===== config.mk =====
export PLATFORM = sky130hd
export DESIGN_NAME = fetch_aligner_flat
export DESIGN_NICKNAME = d
export VERILOG_FILES = /design/src/rtl/fetch_aligner_pkg.sv /design/src/rtl/fetch_aligner_if.sv /design/src/rtl/fetch_aligner.sv /design/src/flat_wrapper.sv
export SDC_FILE = /design/constraint.sdc
export NUM_CORES = 1
export LEC_CHECK = 0
export BUFFER_PORTS_ARGS = -buffer_cell sky130_fd_sc_hd__buf_2
export CAP_MARGIN = 20
export CORE_ASPECT_RATIO = 0.9
export CORE_MARGIN = 5
export CORE_UTILIZATION = 48
export CTS_BUF_LIST = sky130_fd_sc_hd__clkbuf_4 sky130_fd_sc_hd__clkbuf_8
export DETAILED_ROUTE_END_ITERATION = 8
export PLACE_DENSITY = 0.79
export SYNTH_ARGS = -nofsm -noshare
export SYNTH_HDL_FRONTEND = slang
export SYNTH_SLANG_ARGS = --single-unit

===== constraint.sdc =====
create_clock -name clk -period 2.3 [get_ports clk]
set_input_delay 0 -clock clk [delete_from_list [all_inputs] [get_ports clk]]
set_output_delay 0 -clock clk [all_outputs]
set_load 0.03 [all_outputs]

===== src/rtl/fetch_aligner_pkg.sv =====
// Shared types for the fetch aligner.
// FETCH_ALIGNER_RVC_EN selects 16-bit parcel support.
package fetch_aligner_pkg;

  typedef logic [15:0] halfword_t;

  localparam logic [1:0] ALIGN_OPCODE_FULL = 2'b11;

`ifdef FETCH_ALIGNER_RVC_EN
  localparam logic [31:0] PC_ALIGN_MASK = 32'hFFFF_FFFE;
`else
  localparam logic [31:0] PC_ALIGN_MASK = 32'hFFFF_FFFC;
`endif

  function automatic logic is_full(halfword_t h);
    return h[1:0] == ALIGN_OPCODE_FULL;
  endfunction

endpackage


===== src/rtl/fetch_aligner_if.sv =====
// Fetch-word input and instruction output handshakes.
// master drives words/out_ready, slave is the aligner.
interface fetch_aligner_if;

  logic        in_valid;
  logic        in_ready;
  logic [31:0] in_word;

  logic        out_valid;
  logic        out_ready;
  logic [31:0] out_instr;
  logic        out_compressed;
  logic [31:0] out_pc;

  modport master (
    output in_valid,
    output in_word,
    output out_ready,
    input  in_ready,
    input  out_valid,
    input  out_instr,
    input  out_compressed,
    input  out_pc
  );

  modport slave (
    input  in_valid,
    input  in_word,
    input  out_ready,
    output in_ready,
    output out_valid,
    output out_instr,
    output out_compressed,
    output out_pc
  );

endinterface


===== src/rtl/fetch_aligner.sv =====
// Splits 32-bit fetch words into RV32/RVC instructions with PCs.
// Define FETCH_ALIGNER_RVC_EN for compressed support (else RV32I only).
module fetch_aligner
  import fetch_aligner_pkg::*;
#(
  parameter logic [31:0] RESET_PC = 32'h0000_0000
) (
  input  logic            clk,
  input  logic            reset,
  input  logic            flush,
  input  logic [31:0]     flush_pc,
  fetch_aligner_if.slave  io
);

  logic        adv;
  logic        cand_valid;
  logic [31:0] cand_instr;
  logic        cand_comp;
  logic        rdy;
  logic [31:0] next_pc;
  logic [31:0] step;
  logic        unused_pc;

  assign adv       = !io.out_valid || io.out_ready;
  assign step      = cand_comp ? 32'd2 : 32'd4;
  assign unused_pc = ^flush_pc[1:0];

  assign io.in_ready = rdy && !flush && !reset;

`ifdef FETCH_ALIGNER_RVC_EN
  halfword_t hbuf;
  logic      hbuf_valid;
  logic      skip_low;
  logic      hbuf_load;
  logic      hbuf_drop;
  logic      accept;
  logic      issue;

  assign accept = io.in_valid && io.in_ready;
  assign issue  = adv && cand_valid && !flush;

  always_comb begin
    cand_valid = 1'b0;
    cand_instr = '0;
    cand_comp  = 1'b0;
    rdy        = 1'b0;
    hbuf_load  = 1'b0;
    hbuf_drop  = 1'b0;
    unique case (1'b1)
      hbuf_valid && !is_full(hbuf): begin
        cand_valid = 1'b1;
        cand_instr = {16'h0, hbuf};
        cand_comp  = 1'b1;
        hbuf_drop  = 1'b1;
      end
      hbuf_valid && is_full(hbuf): begin
        cand_valid = io.in_valid;
        cand_instr = {io.in_word[15:0], hbuf};
        rdy        = adv;
        hbuf_load  = 1'b1;
      end
      // out_valid is always low here, so adv is 1
      !hbuf_valid && skip_low: begin
        rdy       = adv;
        hbuf_load = 1'b1;
      end
      !hbuf_valid && !skip_low
        && !is_full(io.in_word[15:0]): begin
        cand_valid = io.in_valid;
        cand_instr = {16'h0, io.in_word[15:0]};
        cand_comp  = 1'b1;
        rdy        = adv;
        hbuf_load  = 1'b1;
      end
      default: begin
        cand_valid = io.in_valid;
        cand_instr = io.in_word;
        rdy        = adv;
      end
    endcase
  end

  always_ff @(posedge clk or posedge reset) begin
    if (reset) begin
      hbuf       <= '0;
      hbuf_valid <= 1'b0;
      skip_low   <= RESET_PC[1];
    end else if (flush) begin
      hbuf_valid <= 1'b0;
      skip_low   <= flush_pc[1];
    end else if (accept && hbuf_load) begin
      hbuf       <= io.in_word[31:16];
      hbuf_valid <= 1'b1;
      skip_low   <= 1'b0;
    end else if (issue && hbuf_drop) begin
      hbuf_valid <= 1'b0;
    end
  end
`else
  always_comb begin
    cand_valid = io.in_valid;
    cand_instr = io.in_word;
    cand_comp  = 1'b0;
    rdy        = adv;
  end
`endif

  always_ff @(posedge clk or posedge reset) begin
    if (reset) begin
      io.out_valid      <= 1'b0;
      io.out_instr      <= '0;
      io.out_compressed <= 1'b0;
      io.out_pc         <= RESET_PC;
      next_pc           <= RESET_PC & PC_ALIGN_MASK;
    end else if (flush) begin
      io.out_valid <= 1'b0;
      next_pc      <= flush_pc & PC_ALIGN_MASK;
    end else if (adv) begin
      io.out_valid <= cand_valid;
      if (cand_valid) begin
        io.out_instr      <= cand_instr;
        io.out_compressed <= cand_comp;
        io.out_pc         <= next_pc;
        next_pc           <= next_pc + step;
      end
    end
  end

endmodule


===== src/flat_wrapper.sv =====
// flat-port wrapper written by rule: the top's interface ports become plain ports
module fetch_aligner_flat import fetch_aligner_pkg::*;
#(
  parameter logic [31:0] RESET_PC = 32'h0000_0000
)
  (clk, reset, flush, flush_pc, io_in_valid, io_in_word, io_out_ready, io_in_ready, io_out_valid, io_out_instr, io_out_compressed, io_out_pc);
  fetch_aligner_if io_i ();
  input  logic clk;
  input  logic reset;
  input  logic flush;
  input  logic [31:0] flush_pc;
  input wire logic [$bits(io_i.in_valid)-1:0] io_in_valid;
  input wire logic [$bits(io_i.in_word)-1:0] io_in_word;
  input wire logic [$bits(io_i.out_ready)-1:0] io_out_ready;
  output wire logic [$bits(io_i.in_ready)-1:0] io_in_ready;
  output wire logic [$bits(io_i.out_valid)-1:0] io_out_valid;
  output wire logic [$bits(io_i.out_instr)-1:0] io_out_instr;
  output wire logic [$bits(io_i.out_compressed)-1:0] io_out_compressed;
  output wire logic [$bits(io_i.out_pc)-1:0] io_out_pc;
  assign io_i.in_valid = io_in_valid;
  assign io_i.in_word = io_in_word;
  assign io_i.out_ready = io_out_ready;
  assign io_in_ready = io_i.in_ready;
  assign io_out_valid = io_i.out_valid;
  assign io_out_instr = io_i.out_instr;
  assign io_out_compressed = io_i.out_compressed;
  assign io_out_pc = io_i.out_pc;
  fetch_aligner #(.RESET_PC(RESET_PC)) u_core (.clk(clk), .reset(reset), .flush(flush), .flush_pc(flush_pc), .io(io_i));
endmodule

; ---- After elaboration in Yosys (flattened, before gate mapping)
; Index checks and enable logic that the tools add are counted.
[classes]
order_cmp = 0
add_sub_neg = 1
n_div = 0
mul = 0
eq_ne = 0
bitwise = 1
shift = 0
reduce_logical = 10
mux = 5
[ops]
columns = cell, count
row1 = two-way mux 32 bit, 3
row2 = adder 32 x 3 -> 32 bit (second input constant), 1
row3 = nonzero test 2 bit, 2
row4 = zero test 1 bit, 3
row5 = AND reduction 3 bit, 1
row6 = logical AND 1 bit, 2
row7 = two-way mux 1 bit, 2
row8 = AND reduction 2 bit, 1
row9 = logical OR 1 bit, 1
row10 = NOT 1 bit, 1
[totals]
mem_bits_ro = 0
ram_bits = 0
output_inout_bits = 67
word_cells = 21
register_bits = 97
latchBits = 0
n_memories = 0
input_bits = 69

; ---- Logic depth before layout (Yosys ltp)
[depth]
word_depth = 4
mapped_depth = 7
ltp_nobuf = 5

; ---- Worst setup path after synthesis
; OpenSTA, ideal clock, no wires.
[synth_timing]
path_type = reg-to-reg
from = register u_core.io.out_valid
to = register u_core.next_pc[28]
path_stages_with_launch = 8
required_time_ns = 2.159
synth_period_minus_slack_ns = 2.166
slack_ns = 0.134
path_buffers = 3
arrival_ns = 2.025
setup_ns = 0.141
cell_sequence = dfrtp_1 -> nor2b_1 -> clkbuf_1 -> or4_1 -> buf_2 -> buf_2 -> o41ai_1 -> a31oi_1
[synth_via]
elab_chain_cells = 4
[synth_lines]
columns = item, line
row1 = start: declaration, fetch_aligner_if.sv:31  ; output out_valid,
row2 = start signal: assignment, fetch_aligner.sv:119  ; io.out_valid <= cand_valid;
row3 = zero test 1 bit, fetch_aligner.sv:24  ; assign adv = !io.out_valid || io.out_ready;
row4 = logical OR 1 bit, fetch_aligner.sv:24
row5 = nonzero test 2 bit (no source line), --
row6 = AND reduction 2 bit (no source line), --
row7 = end signal: assignment, fetch_aligner.sv:114  ; next_pc <= RESET_PC & PC_ALIGN_MASK;
row8 = end signal: assignment, fetch_aligner.sv:117  ; next_pc <= flush_pc & PC_ALIGN_MASK;
row9 = end signal: assignment, fetch_aligner.sv:124  ; next_pc <= next_pc + step;
row10 = end: declaration, fetch_aligner.sv:20  ; logic [31:0] next_pc;
; Every way passes these cells.
; A chain may end at the register's enable or synchronous reset.

; ---- Worst setup path after layout
[layout_timing]
from = register u_core.next_pc[12]
to = register u_core.next_pc[24]
[layout_via]
elab_chain_cells = 4
[layout_lines]
columns = item, line
row1 = adder 32 x 3 -> 32 bit, fetch_aligner.sv:124
row2 = two-way mux 32 bit, fetch_aligner.sv:120  ; if (cand_valid) begin
row3 = two-way mux 32 bit, fetch_aligner.sv:118  ; end else if (adv) begin
row4 = two-way mux 32 bit, fetch_aligner.sv:115  ; end else if (flush) begin
; Every way passes these cells. The select of a mux whose other input is x is not followed.

==> impl_metrics.toml <==
[power_and_ir_drop]
p_per_area_nw_per_um2 = 772
combinationalPowerShare = 0.288
clockPowerShare = 0.261
power_frac_seq = 0.450
internal-power_mw = 3.04
switchingPower_mw = 1.58
ir_drop_mv = 0.508
power_mw = 4.62
netSwitchingFraction = 0.341
leakage_nw = 2.64

[routing]
drt-pass1-iter-count = 4
route.detailed.drc = 0
drt_iter0_drc = 154
avgRoutedWirePerCell_microns = 16.5
wl_microns = 11500
drt-vias-per-instance = 5.50
num_vias = 3825
ant_nets = 0

[setup_path]
worstPathCellList = "nand3_1 -> or3_1 -> or4_1 -> a31oi_1"
max_stage_delay_ps = 640
ff2ff_path_depth = 4
worstSetupStartpointType = "register"
rr_startpoint = "u_core.next_pc[12]$_DFFE_PP0P_"
cp-end-kind = "register"
rr_endpoint = "u_core.next_pc[24]$_DFFE_PP0P_"
cp_data_required_time_ps = 2570
cp.arrival_ps = 2400
crit_slowest_cell = "or3_1"
critPathKind = "register to register"
r2r_slack_ps = 170
cp_max_fo = 15

[clock_network]
cts_tree = "done"
insertion_delay_ps = 350
post_cts_buffers = 0
root_buffer = "clkbuf_8"
clockBufferDepth = 2
cts_buffers = 9
ctsHoldBuffers = 64
clk_pin_slew_ps = 90
cts-resized-gates = 0
htree_levels = 3
cts.sinks = 93

[die]
die_h_microns = 99.8
row_count = 32
die-area_sq_um = 10900
die_w_microns = 110
io_pins = 136
coreArea_sq_um = 8650
start_util = 0.497

[global_route]
antenna_found_initial = 0
grt_remaining_overflow = 0
grt_pass1_vias = 3924
grt_max_degree = 62
grt_pass1_wl_microns = 18500
grtUsageTotal = 0.213

[logic_synthesis]
synth_ff_type = "dfrtp_1"
synth-edff-count = 0
synthArstFlopShare = 1.00
synth_top_area_share = 0.542
synthMostInstantiatedCell = "dfrtp_1"
netlist_top_cells_area = "dfrtp_1 (54%), mux2_2 (16%), nand2_1 (2.5%), nand4_1 (2.5%), o31ai_1 (1.9%)"
ys_seq_area_frac = 0.542
synthDistinctLibCells = 43
ys_seq_elements = 93
synth_cells = 376
avgSynthCellArea_sq_um = 11.4
yosys.area.top_type = "dfrtp_1"
ys_warn_count = 0
yosys-top-cells-count = "dfrtp_1 (93), mux2_2 (62), nand2_1 (29), nand4_1 (17), nor2_1 (16)"
syn_area_sq_um = 4300

[timing]
setup_viol = 0
hold_viol = 0
max_freq_mhz = 470
final.period_utilization = 0.926
slew_viol_final = 0
tns_ps = 0
relSlewSlack = 0.473
worst_slew_pin_slew_ps = 790
whs_ps = 28.2
rsz0062_at_grt = "no"
fin_crit_ps = 2130
fin_worst_skew_ps = 6.95

[min_path]
hold_start = "flush"
hold_path_class = "input pin to register"
whs_path_depth = 2
worst_hold_path.endpoint = "u_core.io.out_valid$_DFFE_PP0P_"

[run]
cap_viol_max_count = 0

[final_layout]
nFillCells = 631
finish.utilization = 0.692
multi_input_area_sq_um = 1840
register_area_sq_um = 2330
syn_to_final_growth_pct = 39.3
final_area_sq_um = 5980
insertedDiodeCount = 0
final_net_count = 641
layout-drive-gt1-share = 0.398

[place]
place.gp.congestion = 0.866
dpl_cell_area_sq_um = 5120
portBuffers = 130
hpwl_microns = 7530

[status]
status = "complete, no violations"
==> flip-flops by register name (all words and copies together), names as in the netlist <==
name / count
u_core.next_pc: 30
u_core.io.out_pc: 30
u_core.io.out_instr: 32
u_core.io.out_valid: 1
==> logic make-up after synthesis <==
group                    Yosys count  synth area share
AO/OA/AOI/OAI                     54            0.0856
XOR/XNOR                           6            0.0122
adder cells (fa/ha/maj)            1           0.00291
buffers and inverters             33            0.0338
flip-flops                        93             0.542
multiplexers                      63             0.165
other                              1          0.000873
AND/OR/NAND/NOR                  125             0.158
==> power groups by stage <==
stage	clock network [mW]	logic, mW	registers (mW)
6_report	1.21	1.33	2.08
5_1_grt	1.30	1.43	2.11
4_1_cts	1.24	1.34	2.08
3_5_place_dp	0	1.25	2.11
3_3_place_gp	0	1.23	2.09
2_1_floorplan	0	0.419	2.52
==> final cells by class <==
type / instances / area share
clock buffer: 9 / 0.0207
clock inverter: 7 / 0.0161
inverter: 7 / 0.00502
multi-input combinational: 252 / 0.307
sequential: 93 / 0.389
tap: 119 / 0.0249
timing repair buffer: 208 / 0.238
==> worst max-delay path: cells and delay by family (launching register included) <==
kind / cells / cell delay, ps
flops: 1 / 460
simple gates: 3 / 1390
compound gates: 1 / 200
==> per-stage QoR <==
stage	setup slack, ps	std cells
floorplan	134	378
global placement	294	615
detailed placement	225	615
CTS	198	695
global route	69.4	695
finish	170	695
==> layout by cell type (no fill, tap or decap), drive strengths merged, types with 2 or more instances in the layout <==
master,n
buf,144
dfrtp,93
dlygate4sd3,64
mux2,62
nand2,29
nand4,17
nor2,16
nand3,15
o31ai,11
o21ai,11
a31oi,9
clkbuf,9
inv,9
or4,8
o311ai,7
nor2b,6
or3,6
nor4,6
nor3,6
a21oi,5
and3,4
xnor2,4
o41ai,3
a22oi,3
or2,3
conb,3
nor4b,2
and4,2
o211ai,2
xor2,2
nor3b,2
clkinv,2
bufinv,2
==> routing by layer <==
metal / global-route usage / vias up / share of wire
li1: - / 1788 / -
met1: 0.259 / 1840 / 0.39
met2: 0.367 / 170 / 0.51
met3: 0.0474 / 27 / 0.073
met4: 0.0834 / 0 / 0.025
met5: 0 / - / 0
==> worst max path at each step <==
| stage | start | endpoint | slack (ps) | cells past startpoint |
|---|---|---|---|---|
| after floorplan | u_core.io.out_valid$_DFFE_PP0P_ | u_core.next_pc[28]$_DFFE_PP0P_ | 130 | 7 |
| after global placement | u_core.next_pc[5]$_DFFE_PP0P_ | u_core.next_pc[26]$_DFFE_PP0P_ | 290 | 5 |
| after detailed placement | u_core.next_pc[12]$_DFFE_PP0P_ | u_core.next_pc[26]$_DFFE_PP0P_ | 220 | 4 |
| after CTS | u_core.next_pc[12]$_DFFE_PP0P_ | u_core.next_pc[26]$_DFFE_PP0P_ | 200 | 4 |
| after global routing | u_core.next_pc[12]$_DFFE_PP0P_ | u_core.next_pc[27]$_DFFE_PP0P_ | 70 | 4 |
| final | u_core.next_pc[12]$_DFFE_PP0P_ | u_core.next_pc[24]$_DFFE_PP0P_ | 170 | 4 |
Power figures use the tool's default switching activity.
